[config.mk]
export PLATFORM = sky130hd
export DESIGN_NAME = gnn_weight_axi_read_master_flat
export DESIGN_NICKNAME = d
export VERILOG_FILES = /design/src/rtl/gnn_weight_axi_read_master_if.sv /design/src/rtl/gnn_weight_axi_read_master.sv /design/src/flat_wrapper.sv
export SDC_FILE = /design/constraint.sdc
export NUM_CORES = 1
export LEC_CHECK = 0
export BUFFER_PORTS_ARGS = -buffer_cell sky130_fd_sc_hd__buf_4
export CAP_MARGIN = 20
export CORE_AREA = 2 2 464 466
export CTS_CLUSTER_SIZE = 8
export DETAILED_ROUTE_END_ITERATION = 12
export DIE_AREA = 0 0 466 468
export HOLD_SLACK_MARGIN = 0.06
export PLACE_DENSITY = 0.3
export SYNTH_ARGS = -nofsm -noshare
export SYNTH_HDL_FRONTEND = slang
export SYNTH_SLANG_ARGS = --single-unit
[constraint.sdc]
create_clock -name kernel_clk -period 5.8 [get_ports kernel_clk]
set_input_delay 0 -clock kernel_clk [delete_from_list [all_inputs] [get_ports kernel_clk]]
set_output_delay 0 -clock kernel_clk [all_outputs]
set_load 0.02 [all_outputs]
[src/rtl/gnn_weight_axi_read_master_if.sv]
// AXI4 read channels (AR/R) plus the beat stream toward the weight loader.
// Handshake rule for every channel: a transfer happens on a rising edge where valid && ready; valid never waits on ready.
interface gnn_weight_axi_read_master_if #(
  parameter int AW = 64,
  parameter int DW = 512
);
  logic          m_axi_arvalid;
  logic          m_axi_arready;
  logic [AW-1:0] m_axi_araddr;
  logic [7:0]    m_axi_arlen;
  logic          m_axi_rvalid;
  logic          m_axi_rready;
  logic [DW-1:0] m_axi_rdata;
  logic          m_axi_rlast;
  logic          data_tvalid;
  logic          data_tready;
  logic          data_tlast;
  logic [DW-1:0] data_tdata;

  modport master (
    output m_axi_arvalid, m_axi_araddr, m_axi_arlen, m_axi_rready,
    output data_tvalid, data_tlast, data_tdata,
    input  m_axi_arready, m_axi_rvalid, m_axi_rdata, m_axi_rlast, data_tready
  );

  modport slave (
    input  m_axi_arvalid, m_axi_araddr, m_axi_arlen, m_axi_rready,
    input  data_tvalid, data_tlast, data_tdata,
    output m_axi_arready, m_axi_rvalid, m_axi_rdata, m_axi_rlast, data_tready
  );
endinterface

[src/rtl/gnn_weight_axi_read_master.sv]
// AXI4 read master: splits one DRAM request into 4 KB-safe INCR bursts with an
// outstanding-burst cap and passes R beats straight through to the loader stream.
module gnn_weight_axi_read_master #(
  parameter int C_M_AXI_ADDR_WIDTH = 64,
  parameter int C_M_AXI_DATA_WIDTH = 512,
  parameter int C_XFER_SIZE_WIDTH  = 32,
  parameter int C_MAX_BURST_LEN    = 64,
  parameter int C_MAX_OUTSTANDING  = 4
) (
  input  logic                          kernel_clk,
  input  logic                          kernel_rst,
  input  logic                          read_start,
  input  logic [C_M_AXI_ADDR_WIDTH-1:0] dram_xfer_start_addr,
  input  logic [C_XFER_SIZE_WIDTH-1:0]  dram_xfer_size_in_bytes,
  output logic                          read_done,
  output logic                          busy,
  output logic [1:0]                    fsm_state,
  gnn_weight_axi_read_master_if.master  bus
);
  localparam int AW = C_M_AXI_ADDR_WIDTH;
  localparam int SW = C_XFER_SIZE_WIDTH;
  localparam int BW = SW - 5;

  typedef enum logic [1:0] {IDLE = 2'd0, RUN = 2'd1, DONE = 2'd2} state_t;
  state_t state, state_nxt;

  logic [SW:0]   size_plus;
  logic [BW-1:0] total_beats, ar_beats_left, r_beats_left;
  logic [BW-1:0] src_beats, page_room, cap_len, burst_len;
  logic [AW-1:0] addr_q, src_addr, araddr_q;
  logic [7:0]    arlen_q;
  logic          arvalid_q;
  logic [4:0]    outstanding;
  logic          start_ok, in_run, ar_issue, ar_hs, r_hs, r_final;
  logic          unused_bits;

  assign size_plus   = {1'b0, dram_xfer_size_in_bytes} + (SW+1)'(63);
  assign total_beats = size_plus[SW:6];
  assign unused_bits = ^{dram_xfer_start_addr[5:0], size_plus[5:0]};

  assign start_ok = (state == IDLE) && read_start;
  assign in_run   = (state == RUN);

  // In IDLE the first burst is sized from the raw request so AR can go out the very next cycle.
  assign src_addr  = (state == IDLE) ? {dram_xfer_start_addr[AW-1:6], 6'b0} : addr_q;
  assign src_beats = (state == IDLE) ? total_beats : ar_beats_left;
  assign page_room = BW'(7'd64 - {1'b0, src_addr[11:6]});
  assign cap_len   = (src_beats < BW'(C_MAX_BURST_LEN)) ? src_beats : BW'(C_MAX_BURST_LEN);
  assign burst_len = (cap_len < page_room) ? cap_len : page_room;

  assign ar_issue = (start_ok && (total_beats != '0)) ||
                    (in_run && !arvalid_q && (ar_beats_left != '0) &&
                     (outstanding < 5'(C_MAX_OUTSTANDING)));
  assign ar_hs    = arvalid_q && bus.m_axi_arready;
  assign r_hs     = bus.m_axi_rvalid && bus.m_axi_rready;
  assign r_final  = r_hs && (r_beats_left == BW'(1));

  assign bus.m_axi_arvalid = arvalid_q;
  assign bus.m_axi_araddr  = araddr_q;
  assign bus.m_axi_arlen   = arlen_q;
  assign bus.data_tvalid   = bus.m_axi_rvalid && in_run;
  assign bus.m_axi_rready  = bus.data_tready && in_run;
  assign bus.data_tdata    = bus.m_axi_rdata;
  assign bus.data_tlast    = bus.data_tvalid && (r_beats_left == BW'(1));
  assign fsm_state         = state;

  always_ff @(posedge kernel_clk or posedge kernel_rst) begin
    if (kernel_rst) state <= IDLE;
    else            state <= state_nxt;
  end

  always_comb begin
    state_nxt = state;
    read_done = 1'b0;
    busy      = 1'b1;
    case (state)
      IDLE: begin
        busy = 1'b0;
        if (read_start) state_nxt = (total_beats != '0) ? RUN : DONE;
      end
      RUN:  if (r_final) state_nxt = DONE;
      DONE: begin
        read_done = 1'b1;
        state_nxt = IDLE;
      end
      default: state_nxt = IDLE;
    endcase
  end

  always_ff @(posedge kernel_clk or posedge kernel_rst) begin
    if (kernel_rst) begin
      addr_q        <= '0;
      ar_beats_left <= '0;
      r_beats_left  <= '0;
      outstanding   <= '0;
      arvalid_q     <= 1'b0;
      araddr_q      <= '0;
      arlen_q       <= '0;
    end else begin
      if (start_ok) begin
        addr_q        <= src_addr;
        ar_beats_left <= total_beats;
        r_beats_left  <= total_beats;
        outstanding   <= '0;
      end else begin
        // The issued length is kept in arlen_q, so advance by that rather than recomputing.
        if (ar_hs) begin
          addr_q        <= addr_q + ((AW'(arlen_q) + AW'(1)) << 6);
          ar_beats_left <= ar_beats_left - (BW'(arlen_q) + BW'(1));
        end
        if (r_hs) r_beats_left <= r_beats_left - BW'(1);
        case ({ar_hs, r_hs && bus.m_axi_rlast})
          2'b10:   outstanding <= outstanding + 5'd1;
          2'b01:   outstanding <= outstanding - 5'd1;
          default: outstanding <= outstanding;
        endcase
      end
      if (ar_issue) begin
        arvalid_q <= 1'b1;
        araddr_q  <= src_addr;
        arlen_q   <= 8'(burst_len - BW'(1));
      end else if (ar_hs) begin
        arvalid_q <= 1'b0;
      end
    end
  end
endmodule

[src/flat_wrapper.sv]
// flat-port wrapper written by rule: the top's interface ports become plain ports
module gnn_weight_axi_read_master_flat 
#(
  parameter int C_M_AXI_ADDR_WIDTH = 64,
  parameter int C_M_AXI_DATA_WIDTH = 512,
  parameter int C_XFER_SIZE_WIDTH  = 32,
  parameter int C_MAX_BURST_LEN    = 64,
  parameter int C_MAX_OUTSTANDING  = 4
)
  (kernel_clk, kernel_rst, read_start, dram_xfer_start_addr, dram_xfer_size_in_bytes, read_done, busy, fsm_state, bus_m_axi_arvalid, bus_m_axi_araddr, bus_m_axi_arlen, bus_m_axi_rready, bus_data_tvalid, bus_data_tlast, bus_data_tdata, bus_m_axi_arready, bus_m_axi_rvalid, bus_m_axi_rdata, bus_m_axi_rlast, bus_data_tready);
  gnn_weight_axi_read_master_if #(.AW((64)), .DW((512))) bus_i ();
  input  logic kernel_clk;
  input  logic kernel_rst;
  input  logic read_start;
  input  logic [C_M_AXI_ADDR_WIDTH-1:0] dram_xfer_start_addr;
  input  logic [C_XFER_SIZE_WIDTH-1:0] dram_xfer_size_in_bytes;
  output logic read_done;
  output logic busy;
  output logic [1:0] fsm_state;
  output wire logic [$bits(bus_i.m_axi_arvalid)-1:0] bus_m_axi_arvalid;
  output wire logic [$bits(bus_i.m_axi_araddr)-1:0] bus_m_axi_araddr;
  output wire logic [$bits(bus_i.m_axi_arlen)-1:0] bus_m_axi_arlen;
  output wire logic [$bits(bus_i.m_axi_rready)-1:0] bus_m_axi_rready;
  output wire logic [$bits(bus_i.data_tvalid)-1:0] bus_data_tvalid;
  output wire logic [$bits(bus_i.data_tlast)-1:0] bus_data_tlast;
  output wire logic [$bits(bus_i.data_tdata)-1:0] bus_data_tdata;
  input wire logic [$bits(bus_i.m_axi_arready)-1:0] bus_m_axi_arready;
  input wire logic [$bits(bus_i.m_axi_rvalid)-1:0] bus_m_axi_rvalid;
  input wire logic [$bits(bus_i.m_axi_rdata)-1:0] bus_m_axi_rdata;
  input wire logic [$bits(bus_i.m_axi_rlast)-1:0] bus_m_axi_rlast;
  input wire logic [$bits(bus_i.data_tready)-1:0] bus_data_tready;
  assign bus_m_axi_arvalid = bus_i.m_axi_arvalid;
  assign bus_m_axi_araddr = bus_i.m_axi_araddr;
  assign bus_m_axi_arlen = bus_i.m_axi_arlen;
  assign bus_m_axi_rready = bus_i.m_axi_rready;
  assign bus_data_tvalid = bus_i.data_tvalid;
  assign bus_data_tlast = bus_i.data_tlast;
  assign bus_data_tdata = bus_i.data_tdata;
  assign bus_i.m_axi_arready = bus_m_axi_arready;
  assign bus_i.m_axi_rvalid = bus_m_axi_rvalid;
  assign bus_i.m_axi_rdata = bus_m_axi_rdata;
  assign bus_i.m_axi_rlast = bus_m_axi_rlast;
  assign bus_i.data_tready = bus_data_tready;
  gnn_weight_axi_read_master #(.C_M_AXI_ADDR_WIDTH(C_M_AXI_ADDR_WIDTH), .C_M_AXI_DATA_WIDTH(C_M_AXI_DATA_WIDTH), .C_XFER_SIZE_WIDTH(C_XFER_SIZE_WIDTH), .C_MAX_BURST_LEN(C_MAX_BURST_LEN), .C_MAX_OUTSTANDING(C_MAX_OUTSTANDING)) u_core (.kernel_clk(kernel_clk), .kernel_rst(kernel_rst), .read_start(read_start), .dram_xfer_start_addr(dram_xfer_start_addr), .dram_xfer_size_in_bytes(dram_xfer_size_in_bytes), .read_done(read_done), .busy(busy), .fsm_state(fsm_state), .bus(bus_i));
endmodule
Word level (Yosys, flattened, before mapping)

Cells that the tools add are included.
Widths: inputs -> output; s select.

Bits in registers: 198
Latch bits: 0
Memory bits (writable): 0
Memory bits (read-only): 0
Output and inout port bits: 592
Word-level logic and storage cells: 70
Memories: 0

$add $sub $neg: 10
Multiply operators: 0
Divide/modulo/power cells: 0
$lt $le $gt $ge: 3
Equal/unequal tests: 7
Shift operators: 0
Muxes and demuxes: 20
Bitwise operators: 0
Reductions and logical operators: 22

Operators with widths:

| cell                  | number |
|---|---|
| $mux 64               | 3 |
| $mux 27               | 6 |
| $add 64x64->64        | 1 |
| $reduce_bool 27->1    | 2 |
| $add 32x6->33 const B | 1 |
| $eq 27x1->1 const B   | 1 |
| $lt 27x27->1          | 1 |
| $lt 27x7->1 const B   | 1 |
| $sub 27x1->27 const B | 1 |
| $sub 27x27->27        | 1 |
| $add 8x1->9 const B   | 2 |
| $logic_and 1x1->1     | 12 |
| $pmux 5 s2            | 1 |
| $mux 8                | 1 |
| $sub 7x6->8 const A   | 1 |
| $sub 8x1->8 const B   | 1 |
| $mux 2                | 3 |
| $reduce_bool 2->1     | 3 |
| $add 5x1->5 const B   | 1 |
| $lt 5x3->1 const B    | 1 |
| $mux 5                | 1 |
| $sub 5x1->5 const B   | 1 |
| $eq 2x1->1 const B    | 2 |
| $eq 2x2->1 const B    | 2 |
| 8 further kinds       | 12 |

Logic depth before layout (Yosys ltp)

Depth in word-level cells: 7
Gate-level depth with buffers: 24
Mapped depth without buffers: 22

Worst setup path after synthesis

Ideal clock, no wire load.

Kind: reg-to-reg
Start point: register u_core.state[0], in the netlist u_core.fsm_state[0]
End point: register u_core.arlen_q[6], in the netlist u_core.bus.m_axi_arlen[6]
Setup time: 77 ps
Data arrival time: 4842 ps
Data required time: 5723 ps
Setup slack: 880 ps
Stages on the path, launching flop included: 23
Buffers on the path: 1
Path through: dfrtp_1 -> nor2_4 -> mux2i_1 -> ha_1 -> nand4b_1 -> xor2_1 -> mux2i_1 -> ha_1 -> a211oi_1 -> o21bai_1 -> a2111oi_4 -> a31oi_2 -> o21ai_2 -> buf_6 -> nor2_1 -> a21oi_1 -> ha_1 -> and2_1 -> nand4_1 -> a311oi_1 -> a41oi_2 -> xor2_1 -> a21oi_1

Longest elaborated chain between the ends: 7
Elaborated cells between the ends (all ways): 16
Those cells by class: add/sub: 2; order compare: 2; eq/ne: 1; mux: 4; reduce/logical: 7

RTL lines:

| what                   | line                                                                                                 | RTL |
|---|---|---|
| from (decl)            | gnn_weight_axi_read_master.sv:25                                                                     | `state_t state, state_nxt;` |
| from (signal assigned) | gnn_weight_axi_read_master.sv:69                                                                     | `else state <= state_nxt;` |
| $logic_not 2->1        | gnn_weight_axi_read_master.sv:41, gnn_weight_axi_read_master.sv:45, gnn_weight_axi_read_master.sv:46 |  |
| $mux 27                | gnn_weight_axi_read_master.sv:46                                                                     | `assign src_beats = (state == IDLE) ? total_beats : ar_beats_left;` |
| $lt 27x7->1            | gnn_weight_axi_read_master.sv:48                                                                     | `assign cap_len = (src_beats < BW'(C_MAX_BURST_LEN)) ? src_beats : BW'(C_MAX_BURST_LEN);` |
| $mux 27                | gnn_weight_axi_read_master.sv:48                                                                     |  |
| $lt 27x27->1           | gnn_weight_axi_read_master.sv:49                                                                     | `assign burst_len = (cap_len < page_room) ? cap_len : page_room;` |
| $mux 8                 | gnn_weight_axi_read_master.sv:49                                                                     |  |
| $sub 8x1->8            | gnn_weight_axi_read_master.sv:121                                                                    | `arlen_q <= 8'(burst_len - BW'(1));` |
| to (signal assigned)   | gnn_weight_axi_read_master.sv:121                                                                    |  |
| to (decl)              | gnn_weight_axi_read_master.sv:31                                                                     | `logic [7:0] arlen_q;` |

Parallel ways exist; a longest one is shown, timed or not.
A chain may end at the register's enable or synchronous reset.

Worst setup path in the final report

Same ends and word-level chain as after synthesis.

==> flow_summary.toml <==
[critical_path]
crit_required_ps = 6240
crit_arrival_ps = 5810
path_depth = 21
slowest_delay_ps = 510
worst_path_most_repeated_cell = "ha_1"
cp_num_buf_inv = 0
worstSetupEndpointType = "flip-flop"
crit_fanout = 7
path_delay_family = "compound AO/OA/AOI/OAI gates"
r2r_slack_ps = 420
path_cells = "nor2_4, mux2i_1, ha_1, nand4b_1, xor2_1, mux2i_1, ha_1, a211oi_1, o21bai_1, a2111oi_4, a31oi_2, o21ai_2, nor2_1, a21oi_1, ha_1, and2_1, nand4_1, a311oi_1, a41oi_2, xor2_1, a21oi_1"
worst_path_max_delay_cell = "mux2i_1"
critPathLaunchType = "flip-flop"
path_class = "reg -> reg"
reg2reg_depth = 21

[yosys]
synth_area_sq_mm = 0.0160
synth-seq-cells = 198
yosysTopAreaCell = "dfrtp_1"
synth_cells = 1960
yosysUniqueCellTypes = 86
synth_edf_count = 0
ys_seq_area_share_pct = 30.9
yosys_warnings = 0
synthFlopType = "dfrtp_1"
synth_area_leaders = "dfrtp_1 31%, buf_4 24%, nand2_1 5.7%, xnor2_1 4.2%, nor2_1 4.0%"
syn_area_per_cell_sq_um = 8.17
synth_nets = 2611
synthArstFlopShare_pct = 100
synth_top_area_share_pct = 30.9

[power]
leakagePower_uw = 0.00862
power.density_mw_per_mm2 = 404
switching_share_pct = 50.0
clockPowerShare_pct = 14.2
p_int_uw = 4800
combinationalPowerShare_pct = 57.6
p_total_uw = 9580
pwr-share-seq_pct = 28.2
peakVddDrop_v = 0.000209
p_sw_uw = 4790

[finish]
post-route-cell-area_sq_mm = 0.0237
final_nets = 2858
syn_to_final_growth_pct = 48.1
drive_gt1_share_pct = 12.7

[place]
finalWeightedCongestion = 0.724
dp_hpwl_mm = 73.9
post-place-ws_ps = 290
io_buffer_count = 176
place_area_sq_mm = 0.0170

[clock_network]
clk_latency_ps = 520
clockBufferDepth = 2
cts_buffers = 17
ctsResizeCount = 0
cts_tree = "done"
clock_sinks = 198
htree_levels = 4
root_buffer = "clkbuf_16"
path_clk_slew_ps = 90

[hold_path]
hold_depth = 5
hold_class = "in -> reg"

[timing]
clock.fmax_ghz = 0.186
skew_ps = 20.6
rsz0062_at_grt = "no"
fin_crit_sh_pct = 92.7
setup-tns-final_ps = 0
period_needed_ps = 5380
setup_viol = 0
tightest_slew_ps = 1090
holdWs_ps = 137
finalHoldViolCount = 0
worst_slack_ps = 424
final_max_slew_viol_count = 0
relSlewSlack_pct = 26.9

[route]
wl_met1_mm = 33.9
ant_nets = 0
drc = 0
dr.pass1.iters = 4
drt_iter0_drc = 653
dr.max_layer_used = "met5"
wl_met2_mm = 52.3
drt_wl_total_mm = 95.3
vias = 14505
wl_met3_mm = 6.22
vias_per_cell = 2.85
wire_per_inst_um = 18.8

[die]
dieWidth_um = 466
core_area_sq_mm = 0.213
io_pins = 1207
core.rowCount = 170
initial_utilization_pct = 7.51
dieArea_sq_mm = 0.218
die_y_um = 468

[global_route]
grt_usage_pct = 8.24
grt_start_max_net_pins = 140
grt_pass1_vias = 14888
antenna_found_initial = 59
grt_pass1_wl_mm = 125
overflow = 0

[run]
maxCapViolCount = 0

[run_status]
status = "complete, no violations"
per-stage QoR:
stage               std cells  utilization (%)
detailed placement       4426             7.98
global route             5072             11.1
floorplan                1960                -
CTS                      5058             11.1
global placement         4426             7.98
finish                   5084             11.1
what timing repair did:
item | in CTS | in global routing
setup endpoints to repair | 0 | 0
hold buffers | 600 | 0
setup buffers | 0 | 0
hold endpoints to repair | 732 | 0
path summary, 6_finish.rpt:
| check | endpoint | from |
|---|---|---|
| worst max-delay path | u_core.bus.m_axi_arlen[6]$_DFFE_PP0P_ | u_core.fsm_state[0]$_DFFE_PP0P_ |
| worst min-delay path | u_core.ar_beats_left[4]$_DFFE_PP0P_ | dram_xfer_size_in_bytes[10] |
| worst max register to register | u_core.bus.m_axi_arlen[6]$_DFFE_PP0P_ | u_core.fsm_state[0]$_DFFE_PP0P_ |
| worst min register to register | u_core.addr_q[2]$_DFFE_PP0P_ | u_core.addr_q[2]$_DFFE_PP0P_ |
| max in group asynchronous | u_core.r_beats_left[5]$_DFFE_PP0P_ | kernel_rst |
| min in group asynchronous | u_core.bus.m_axi_araddr[25]$_DFFE_PP0P_ | kernel_rst |
cell usage after synthesis, drive strengths merged, types with 11 or more instances:
cell / number
nor2: 171
nor4: 26
dfrtp: 198
clkbuf: 51
and2: 24
nand2: 246
ha: 33
buf: 527
xor2: 51
or3: 11
and3: 19
nand3: 65
o21ai: 76
inv: 41
xnor2: 77
nand4: 19
a31oi: 64
a21oi: 90
or4: 13
nor3: 36
routing by layer:
metal  vias up  track usage, %
met3       167            1.89
met4         8            2.39
met5         -               0
met2       821            16.3
li1       6607               -
met1      6902            8.46
logic make-up after synthesis:
| family | after synthesis | share of synthesized area, % |
|---|---|---|
| compound gates | 301 | 11.7 |
| xor+xnor | 128 | 7.05 |
| fa+ha+maj | 36 | 2.95 |
| buf+inv | 619 | 26.9 |
| flops | 198 | 30.9 |
| mux | 14 | 0.985 |
| simple gates | 664 | 19.4 |
cells in the final DEF (no fill, tap or decap), types with 8 or more instances in the layout:
cell and count:
a21oi_1 90, a31oi_1 63, and2_1 23, and3_1 19, buf_4 205, clkbuf_16 17, dfrtp_1 198, diode_2 26
dlygate4sd3_1 600, ha_1 33, inv_1 39, mux2i_1 9, nand2_1 244, nand3_1 64, nand4_1 18, nor2_1 169
nor3_1 35, nor4_1 21, o21ai_0 69, o31ai_1 8, or3_1 10, or4_1 12, xnor2_1 76, xor2_1 50
final cells by class:
type / instances / area (sq um)
Antenna cell: 26 / 65.1
Fill cell: 24492 / 190000
Tap cell: 2838 / 3550
Inverter: 41 / 161
Timing Repair Buffer: 806 / 7560
Clock buffer: 17 / 425
Sequential cell: 198 / 4950
Multi-Input combinational cell: 1143 / 6800
Clock inverter: 15 / 185
worst min-delay path, stage by stage:
cell and delay, ps:
buf_4 140, xnor2_1 80, buf_4 160, nor2_1 160
a21oi_1 60
power groups by stage:
stage          registers (uW)  clock network, uW  logic, uW
2_1_floorplan            2830                  0       3520
3_3_place_gp             2740                  0       5120
3_5_place_dp             2740                  0       5100
4_1_cts                  2720               1440       5770
5_1_grt                  2820               1470       6230
6_report                 2700               1360       5520
sequential cells by signal (all words and copies together) (netlist names):
| name | flops |
|---|---|
| u_core.outstanding | 5 |
| u_core.bus.m_axi_arvalid | 1 |
| u_core.fsm_state | 2 |
| u_core.bus.m_axi_araddr | 64 |
| u_core.ar_beats_left | 27 |
| u_core.bus.m_axi_arlen | 8 |
| u_core.r_beats_left | 27 |
| u_core.addr_q | 64 |
Note: power is estimated with default switching activity, not from simulation.
